[src/rtl/sdram_sched_pkg.sv]
// sdram_sched_pkg: command/state encodings and default timing shared by the bank scheduler
package sdram_sched_pkg;
    typedef enum logic [1:0] {NOP = 2'd0, PRE = 2'd1, WR = 2'd2, ACT = 2'd3} cmd_t;
    typedef enum logic {IDLE = 1'b0, ACTIVE = 1'b1} bank_state_t;
    localparam int DEF_BA_WIDTH = 3;
    localparam int DEF_TWR = 4;
    localparam int DEF_TRCD = 3;
    localparam int DEF_TRP = 3;
    function automatic int max3(input int a, input int b, input int c);
        return (a > b) ? ((a > c) ? a : c) : ((b > c) ? b : c);
    endfunction
endpackage

[src/rtl/sdram_bank_timer.sv]
// sdram_bank_timer: one bank's IDLE/ACTIVE state plus saturating tRP/tRCD/tWR down-counters
module sdram_bank_timer
    import sdram_sched_pkg::*;
#(
    parameter int TWR = DEF_TWR,
    parameter int TRCD = DEF_TRCD,
    parameter int TRP = DEF_TRP
) (
    input  logic       clk,
    input  logic       rst,
    input  logic       issue,
    input  logic [1:0] issue_cmd,
    output logic       is_open,
    output logic       act_ok,
    output logic       wr_ok,
    output logic       pre_ok
);
    localparam int TW = $clog2(max3(TWR, TRCD, TRP) + 2);
    bank_state_t state, state_nxt;
    logic [TW-1:0] t_rp, t_rcd, t_wr;
    cmd_t ic;
    assign ic = cmd_t'(issue_cmd);
    always_comb begin
        state_nxt = !issue ? state : (ic == ACT) ? ACTIVE : (ic == PRE) ? IDLE : state;
    end
    // Loaded at the handshake edge, so a counter reads zero exactly N cycles after the accepted command.
    always_ff @(posedge clk or posedge rst) begin
        if (rst) begin
            state <= IDLE;
            t_rp  <= '0;
            t_rcd <= '0;
            t_wr  <= '0;
        end else begin
            state <= state_nxt;
            t_rp  <= (issue && ic == PRE) ? TW'(TRP - 1)  : t_rp  - TW'(t_rp  != '0);
            t_rcd <= (issue && ic == ACT) ? TW'(TRCD - 1) : t_rcd - TW'(t_rcd != '0);
            t_wr  <= (issue && ic == WR)  ? TW'(TWR)      : t_wr  - TW'(t_wr  != '0);
        end
    end
    assign is_open = (state == ACTIVE);
    assign act_ok  = !is_open && (t_rp == '0);
    assign wr_ok   = is_open && (t_rcd == '0);
    assign pre_ok  = is_open && (t_wr == '0);
endmodule

[src/rtl/sdram_bank_scheduler.sv]
// sdram_bank_scheduler: per-bank ACT/WR/PRE timing gate with a registered command bus
// Optional SDRAM_SCHED_FV_EN adds embedded properties and a free fv_bank input.
module sdram_bank_scheduler
    import sdram_sched_pkg::*;
#(
    parameter int BA_WIDTH = DEF_BA_WIDTH,
    parameter int TWR = DEF_TWR,
    parameter int TRCD = DEF_TRCD,
    parameter int TRP = DEF_TRP
) (
    input  logic                   clk,
    input  logic                   rst,
    input  logic                   req_valid,
    output logic                   req_ready,
    input  logic [1:0]             req_cmd,
    input  logic [BA_WIDTH-1:0]    req_bank,
    output logic                   cmd_valid,
    output logic [1:0]             cmd,
    output logic [BA_WIDTH-1:0]    bank,
    output logic                   err,
    output logic [2**BA_WIDTH-1:0] open_mask
`ifdef SDRAM_SCHED_FV_EN
    ,
    input  logic [BA_WIDTH-1:0]    fv_bank
`endif
);
    localparam int NBANK = 2 ** BA_WIDTH;
    if (TWR < 1 || TRCD < 1 || TRP < 1) begin : g_bad_timing
        $error("sdram_bank_scheduler: TWR, TRCD and TRP must all be at least 1");
    end
    cmd_t rc;
    logic [NBANK-1:0] act_ok, wr_ok, pre_ok;
    logic legal, tmg_ok, fire, bad;
    assign rc = cmd_t'(req_cmd);
    for (genvar i = 0; i < NBANK; i++) begin : g_bank
        sdram_bank_timer #(.TWR(TWR), .TRCD(TRCD), .TRP(TRP)) u_timer (
            .clk       (clk),
            .rst       (rst),
            .issue     (fire && (req_bank == BA_WIDTH'(i))),
            .issue_cmd (req_cmd),
            .is_open   (open_mask[i]),
            .act_ok    (act_ok[i]),
            .wr_ok     (wr_ok[i]),
            .pre_ok    (pre_ok[i])
        );
    end
    // Illegal requests and NOPs are always accepted; only legal ones wait on bank timing.
    always_comb begin
        legal     = (rc == ACT) ? !open_mask[req_bank] : (rc != NOP) && open_mask[req_bank];
        tmg_ok    = (rc == ACT) ? act_ok[req_bank] : (rc == WR) ? wr_ok[req_bank] : pre_ok[req_bank];
        req_ready = !legal || tmg_ok;
        fire      = req_valid && legal && tmg_ok;
        bad       = req_valid && (rc != NOP) && !legal;
    end
    always_ff @(posedge clk or posedge rst) begin
        if (rst) begin
            cmd_valid <= 1'b0;
            cmd       <= NOP;
            bank      <= '0;
            err       <= 1'b0;
        end else begin
            cmd_valid <= fire;
            cmd       <= fire ? req_cmd : NOP;
            bank      <= fire ? req_bank : '0;
            err       <= bad;
        end
    end
`ifdef SDRAM_SCHED_FV_EN
    
    
    logic fv_wr, fv_act, fv_pre;
    assign fv_wr  = cmd_valid && (cmd == WR) && (bank == fv_bank);
    assign fv_act = cmd_valid && (cmd == ACT) && (bank == fv_bank);
    assign fv_pre = cmd_valid && (cmd == PRE) && (bank == fv_bank);
    
    
    
    if (TRCD > 1) begin : g_trcd
        
    end
    if (TRP > 1) begin : g_trp
        
    end
`endif
endmodule

[config.mk]
export PLATFORM = sky130hd
export DESIGN_NAME = sdram_bank_scheduler
export DESIGN_NICKNAME = d
export VERILOG_FILES = /design/src/rtl/sdram_sched_pkg.sv /design/src/rtl/sdram_bank_timer.sv /design/src/rtl/sdram_bank_scheduler.sv
export SDC_FILE = /design/constraint.sdc
export NUM_CORES = 1
export LEC_CHECK = 0
export CORE_MARGIN = 1
export CORE_UTILIZATION = 40
export DETAILED_ROUTE_END_ITERATION = 10
export SLEW_MARGIN = 10
export SYNTH_ARGS = -nofsm -noshare
export SYNTH_HDL_FRONTEND = slang
export SYNTH_SLANG_ARGS = --single-unit
[constraint.sdc]
create_clock -name clk -period 5.6 [get_ports clk]
set_clock_uncertainty 0.2 [all_clocks]
set_input_delay 0.56 -clock clk [delete_from_list [all_inputs] [get_ports clk]]
set_output_delay 0.56 -clock clk [all_outputs]
set_load 0.02 [all_outputs]
# Word level (Yosys, flattened, before mapping)
# Cells that the tools add are included.
[word_totals]
regBits = 87
inputBits = 8
out_inout_bits = 16
word_cells = 241
[classes]
n_addsub = 24
order_cmp = 1
eq_ne = 10
n_mux = 39
n_reduce_logical = 131
[ops]
columns = ["cell", "n"]
rows = [
  ["3-bit logical NOT", 25],
  ["3-bit 2-to-1 mux", 25],
  ["3-bit nonzero test", 24],
  ["3-bit by 1-bit subtractor with 3-bit output", 24],
  ["1-bit logical AND", 61],
  ["2-bit AND reduction", 8],
  ["1-bit binary-select mux with 3-bit select", 4],
  ["3-bit equality test, second input constant", 4],
  ["1-bit logical NOT", 10],
  ["1-bit 2-to-1 mux", 9],
  ["3-bit by 2-bit equality test with 1-bit output, second input constant", 2],
  ["2-bit equality test, second input constant", 2],
  ["3-bit by 4-bit < comparator with 1-bit output, second input constant", 1],
  ["2-bit nonzero test", 2],
  ["3-bit by 1-bit equality test with 1-bit output, second input constant", 1],
  ["2-bit by 1-bit equality test with 1-bit output, second input constant", 1],
  ["2-bit 2-to-1 mux", 1],
  ["1-bit logical OR", 1],
]

# Longest topological paths before layout
[logic_depth]
depth_word = 10
ltp_mapped = 10
depth_no_buf = 7

# By module
# Synthesis repeated with hierarchy kept, for this count alone.
[hier_totals]
hier_cells = 455
hier_area_um2 = 4773.3
[by_module_without_submodules]
columns = ["mod", "n_inst", "cells_each", "area_each_um2", "seq_area_each_um2"]
rows = [
  ["sdram_bank_timer (g_bank[0].u_timer ...)", 7, 47, 501.7, 250.2],
  ["sdram_bank_scheduler", 1, 79, 757.0, 175.2],
  ["sdram_bank_timer (g_bank[4].u_timer)", 1, 47, 504.2, 250.2],
]

# Worst setup path after synthesis
# OpenSTA, ideal clock, no wires.
[synth_path]
kind = "input to register"
start = "in req_bank[2]"
end = "reg g_bank[4].u_timer.t_wr[1]"
setup_ns = 0.149
t_arrival_ns = 2.506
required_time_ns = 5.251
setup_slack_ns = 2.745
path_stages = 9
path_buffers = 2
path_cell_list = "clkbuf_1 -> mux4_2 -> mux2i_4 -> nand3_1 -> o32ai_4 -> nand3_4 -> inv_2 -> buf_2 -> a31oi_1"
[synth_via]
elab_chain_len = 9
word_cells_on_any_way = 19
cone_classes = "eq/ne (1); mux (12); reduce/logical (6)"
[synth_rtl]
columns = ["item", "line_no", "text"]
rows = [
  ["start, declared", "sdram_bank_scheduler.sv:16", "input logic [BA_WIDTH-1:0] req_bank,"],
  ["1-bit binary-select mux with 3-bit select", "sdram_bank_scheduler.sv:49", "legal = (rc == ACT) ? !open_mask[req_bank] : (rc != NOP) && open_mask[req_bank];"],
  ["1-bit 2-to-1 mux (implied by the code)", "sdram_bank_scheduler.sv:49", ""],
  ["1-bit logical AND / 1-bit logical NOT (equally long branches)", "sdram_bank_scheduler.sv:49", ""],
  ["1-bit 2-to-1 mux", "sdram_bank_scheduler.sv:49", ""],
  ["1-bit logical AND (2 in a row)", "sdram_bank_scheduler.sv:52", "fire = req_valid && legal && tmg_ok;"],
  ["1-bit logical AND (*)", "sdram_bank_scheduler.sv:39", ".issue (fire && (req_bank == BA_WIDTH'(i))),"],
  ["1-bit logical AND (*)", "sdram_bank_timer.sv:37", "t_wr <= (issue && ic == WR) ? TW'(TWR) : t_wr - TW'(t_wr != '0);"],
  ["3-bit 2-to-1 mux (*)", "sdram_bank_timer.sv:37", ""],
  ["end signal, assigned", "sdram_bank_timer.sv:37", ""],
  ["end, declared", "sdram_bank_timer.sv:20", "logic [TW-1:0] t_rp, t_rcd, t_wr;"],
]
# Mark *: on every way between the ends. The rest lies on a longest branch, timed or not. The select of a mux whose other input is x is not followed.
# A chain may end at the register's enable or synchronous reset.

# Worst setup path after layout
[layout_path]
start = "in req_bank[1]"
end = "out req_ready"
[layout_via]
elab_chain_len = 6
word_cells_on_any_way = 15
cone_classes = "mux (11); reduce/logical (4)"
[layout_rtl]
columns = ["item", "line_no", "text"]
rows = [
  ["1-bit binary-select mux with 3-bit select", "sdram_bank_scheduler.sv:49", ""],
  ["1-bit 2-to-1 mux (implied by the code)", "sdram_bank_scheduler.sv:49", ""],
  ["1-bit logical AND / 1-bit logical NOT (equally long branches)", "sdram_bank_scheduler.sv:49", ""],
  ["1-bit 2-to-1 mux", "sdram_bank_scheduler.sv:49", ""],
  ["1-bit logical NOT", "sdram_bank_scheduler.sv:51", "req_ready = !legal || tmg_ok;"],
  ["1-bit logical OR (*)", "sdram_bank_scheduler.sv:51", ""],
  ["end, declared", "sdram_bank_scheduler.sv:14", "output logic req_ready,"],
]
# Marked as above.

==> out/metrics.cfg <==
[min_path]
hold_end = g_bank[1].u_timer.t_wr[2]
hold-path-cell-count = 2
holdCritStartpoint = g_bank[1].u_timer.t_wr[2]
hold_path.class = register to register

[synth]
synth_xor_area_share_pct = 4.49
synth_fp_nets = 508
yosysTopAreaCell = dfrtp_1
synthMuxAreaShare_pct = 2.89
synth-adder-area-share_pct = 12.8
ys_seq_elements = 87
syn_area_um2 = 4680
synth_top_family_by_area = compound AO/OA/AOI/OAI gates
synth_commonest_cells = dfrtp_1, inv_1, ha_1, a21oi_1
yosysMostFrequentCell = dfrtp_1
synth_area_leaders = dfrtp_1, ha_1, xnor2_1, inv_1, a21oi_1
syn-instance-count = 452
yosysUniqueCellTypes = 40
avgSynthCellArea_um2 = 10.4
async_flop_share_pct = 100
yosysSeqAreaShare_pct = 46.5
yosys.area_share.simple_pct = 12.3
ys_warn_count = 0
synth_top_area_share_pct = 46.5
synth_edf_count = 0
synth_compound_area_share_pct = 13.4
ys.flop_type = dfrtp_1

[sta]
layout_setup_ws_ns = 1.28
report.final.hold_viol_count = 0
max_freq_ghz = 0.231
period_share_pct = 77.2
tns_ns = 0
slew_headroom_pct = 48.7
finalMaxSlewViolations = 0
finalSetupViolations = 0
rsz0062_at_grt = false
tightestPinTransition_ns = 0.767
layout_min_cycle_time_ns = 4.32

[critical_path]
reg2reg_depth = 8
r2r_start = g_bank[4].u_timer.is_open
cp_max_fo = 15
arrival_ns = 3.56
required_ns = 4.84
r2r-end = g_bank[4].u_timer.t_rcd[0]
ff2ff_setup_slack_ns = 2.46
endpoint_kind = output port
crit_type = input port to output port
start_kind = input port

[clock_tree]
ctsHoldBuffers = 0
cts_root_buf = clkbuf_16
cts.sinks = 87
cts_tree = yes
htree_levels = 3
cts.path.max_buffers = 2
clk_latency_ns = 0.34
cts_inserted_buffers = 9
path_clk_slew_ns = 0.06
post_cts_resized = 0
post-cts-setup-buffers = 0

[pwr]
total_leakage_power_nw = 2.32
ir_worst_vdd_v = 0.000328
power_density_nw_per_um2 = 513

[floorplan]
initial_utilization_pct = 41.0
coreArea_um2 = 11400
dieArea_um2 = 12100
row_count = 39
die_h_um = 110
ioPinCount = 24
die_w_um = 110

[global_routing]
grt-ovfl-total = 0
grt_start_max_net_pins = 50
grtUsageTotal_pct = 19.7
grt_pass1_vias = 3362
grt_pass1_wl_mm = 17.5
antenna_found_initial = 0

[route]
firstDrtPassIters = 4
postRouteAntennaNets = 0
drc = 0
wl_per_cell_um = 17.2
routed_via_density = 5.56
drt_iter0_markers = 186
num_vias = 3400
drt_wl_total_mm = 10.5

[layout]
area_growth_pct = 12.6
antenna_cells = 0
drive_above_1_share_pct = 7.69
nets = 521
nFillCells = 1102

[status]
outcome = completed

[place]
place_ws_ns = 1.33
routabilityCongestion = 0.802
dp_hpwl_mm = 7.46
port_buffers = 23

[flow_run]
cap_viol_max_count = 0

==> report_power, final <==
group | switching, mW | leakage [nW] | internal [mW]
clock | 0.227 | 0.132 | 0.319
combinational | 0.543 | 1.14 | 0.533
sequential | 0.145 | 1.05 | 0.933
total | 0.915 | 2.32 | 1.79
==> critical path, cell delays in order <==
cell	delay, ns
clkdlybuf4s50_1	0.71
nand2b_1	0.57
nor3_1	0.10
a2111oi_1	0.73
nor2_1	0.11
nor2_1	0.15
nor2_1	0.08
clkdlybuf4s50_1	0.54
==> cell families (layout without fill, tap and decap cells) <==
family          after synthesis  count (layout)
simple gates                108             108
mux                           9               9
buf+inv                      83              99
xor+xnor                     24              24
compound gates               93              93
flops                        87              87
fa+ha+maj                    48              48
==> final cells by class <==
type / instances / area (µm²) / share of cell area, %
flip-flops and latches: 87 / 2180 / 41.3
multi-input cells: 282 / 2150 / 40.8
repair buffers: 32 / 298 / 5.65
clock buffers: 13 / 260 / 4.94
inverters: 53 / 200 / 3.80
well taps: 143 / 179 / 3.40
clock inverters: 1 / 5.00 / 0.0950
==> sequential cells by signal, indices dropped and copies added, names as in the netlist <==
| name | flops |
|---|---|
| cmd | 2 |
| g_bank.u_timer.is_open | 8 |
| g_bank.u_timer.t_rp | 24 |
| bank | 3 |
| cmd_valid | 1 |
| err | 1 |
| g_bank.u_timer.t_rcd | 24 |
| g_bank.u_timer.t_wr | 24 |
==> how the worst max path moves through the flow <==
stage                     depth (start not counted)   endpoint  slack, ns         from
after global placement                            8  req_ready       1.43  req_bank[1]
after floorplan                                   1    bank[0]       2.59          rst
after CTS                                         8  req_ready       1.33  req_bank[1]
after detailed placement                          8  req_ready       1.33  req_bank[1]
after global routing                              8  req_ready       0.91  req_bank[1]
final                                             8  req_ready       1.28  req_bank[1]
==> stage by stage <==
stage	instances	instance area [µm²]	hold WS [ns]	utilization, %	power [mW]
5_1_grt	611	5270	0.354	46.1	2.96
6_report	611	5270	0.332	46.1	2.70
2_1_floorplan	452	4680	0.280	-	1.90
4_1_cts	611	5270	0.332	46.1	2.74
3_5_place_dp	597	5000	0.312	43.8	2.18
3_3_place_gp	597	5000	0.303	43.8	2.10
==> layer usage <==
metal | vias to the layer above | wire, µm | GRT usage [%]
met2 | 76 | 5050 | 31.9
met5 | - | 0 | 0
li1 | 1606 | - | -
met1 | 1706 | 4820 | 25.5
met4 | 0 | 177 | 6.95
met3 | 12 | 468 | 5.29
==> cells in the final DEF (no fill, tap or decap), types with 10 or more instances in the layout <==
master | Yosys | final
clkdlybuf4s50_1 | 0 | 23
o31ai_1 | 17 | 17
ha_1 | 48 | 48
inv_1 | 52 | 51
or3_1 | 24 | 24
nand2b_1 | 10 | 10
a21oi_1 | 30 | 30
a31oi_1 | 20 | 20
xnor2_1 | 24 | 24
nor2_1 | 22 | 22
nor3_1 | 14 | 14
nand2_1 | 12 | 12
dfrtp_1 | 87 | 87
Note: power is estimated with default switching activity, not from simulation.
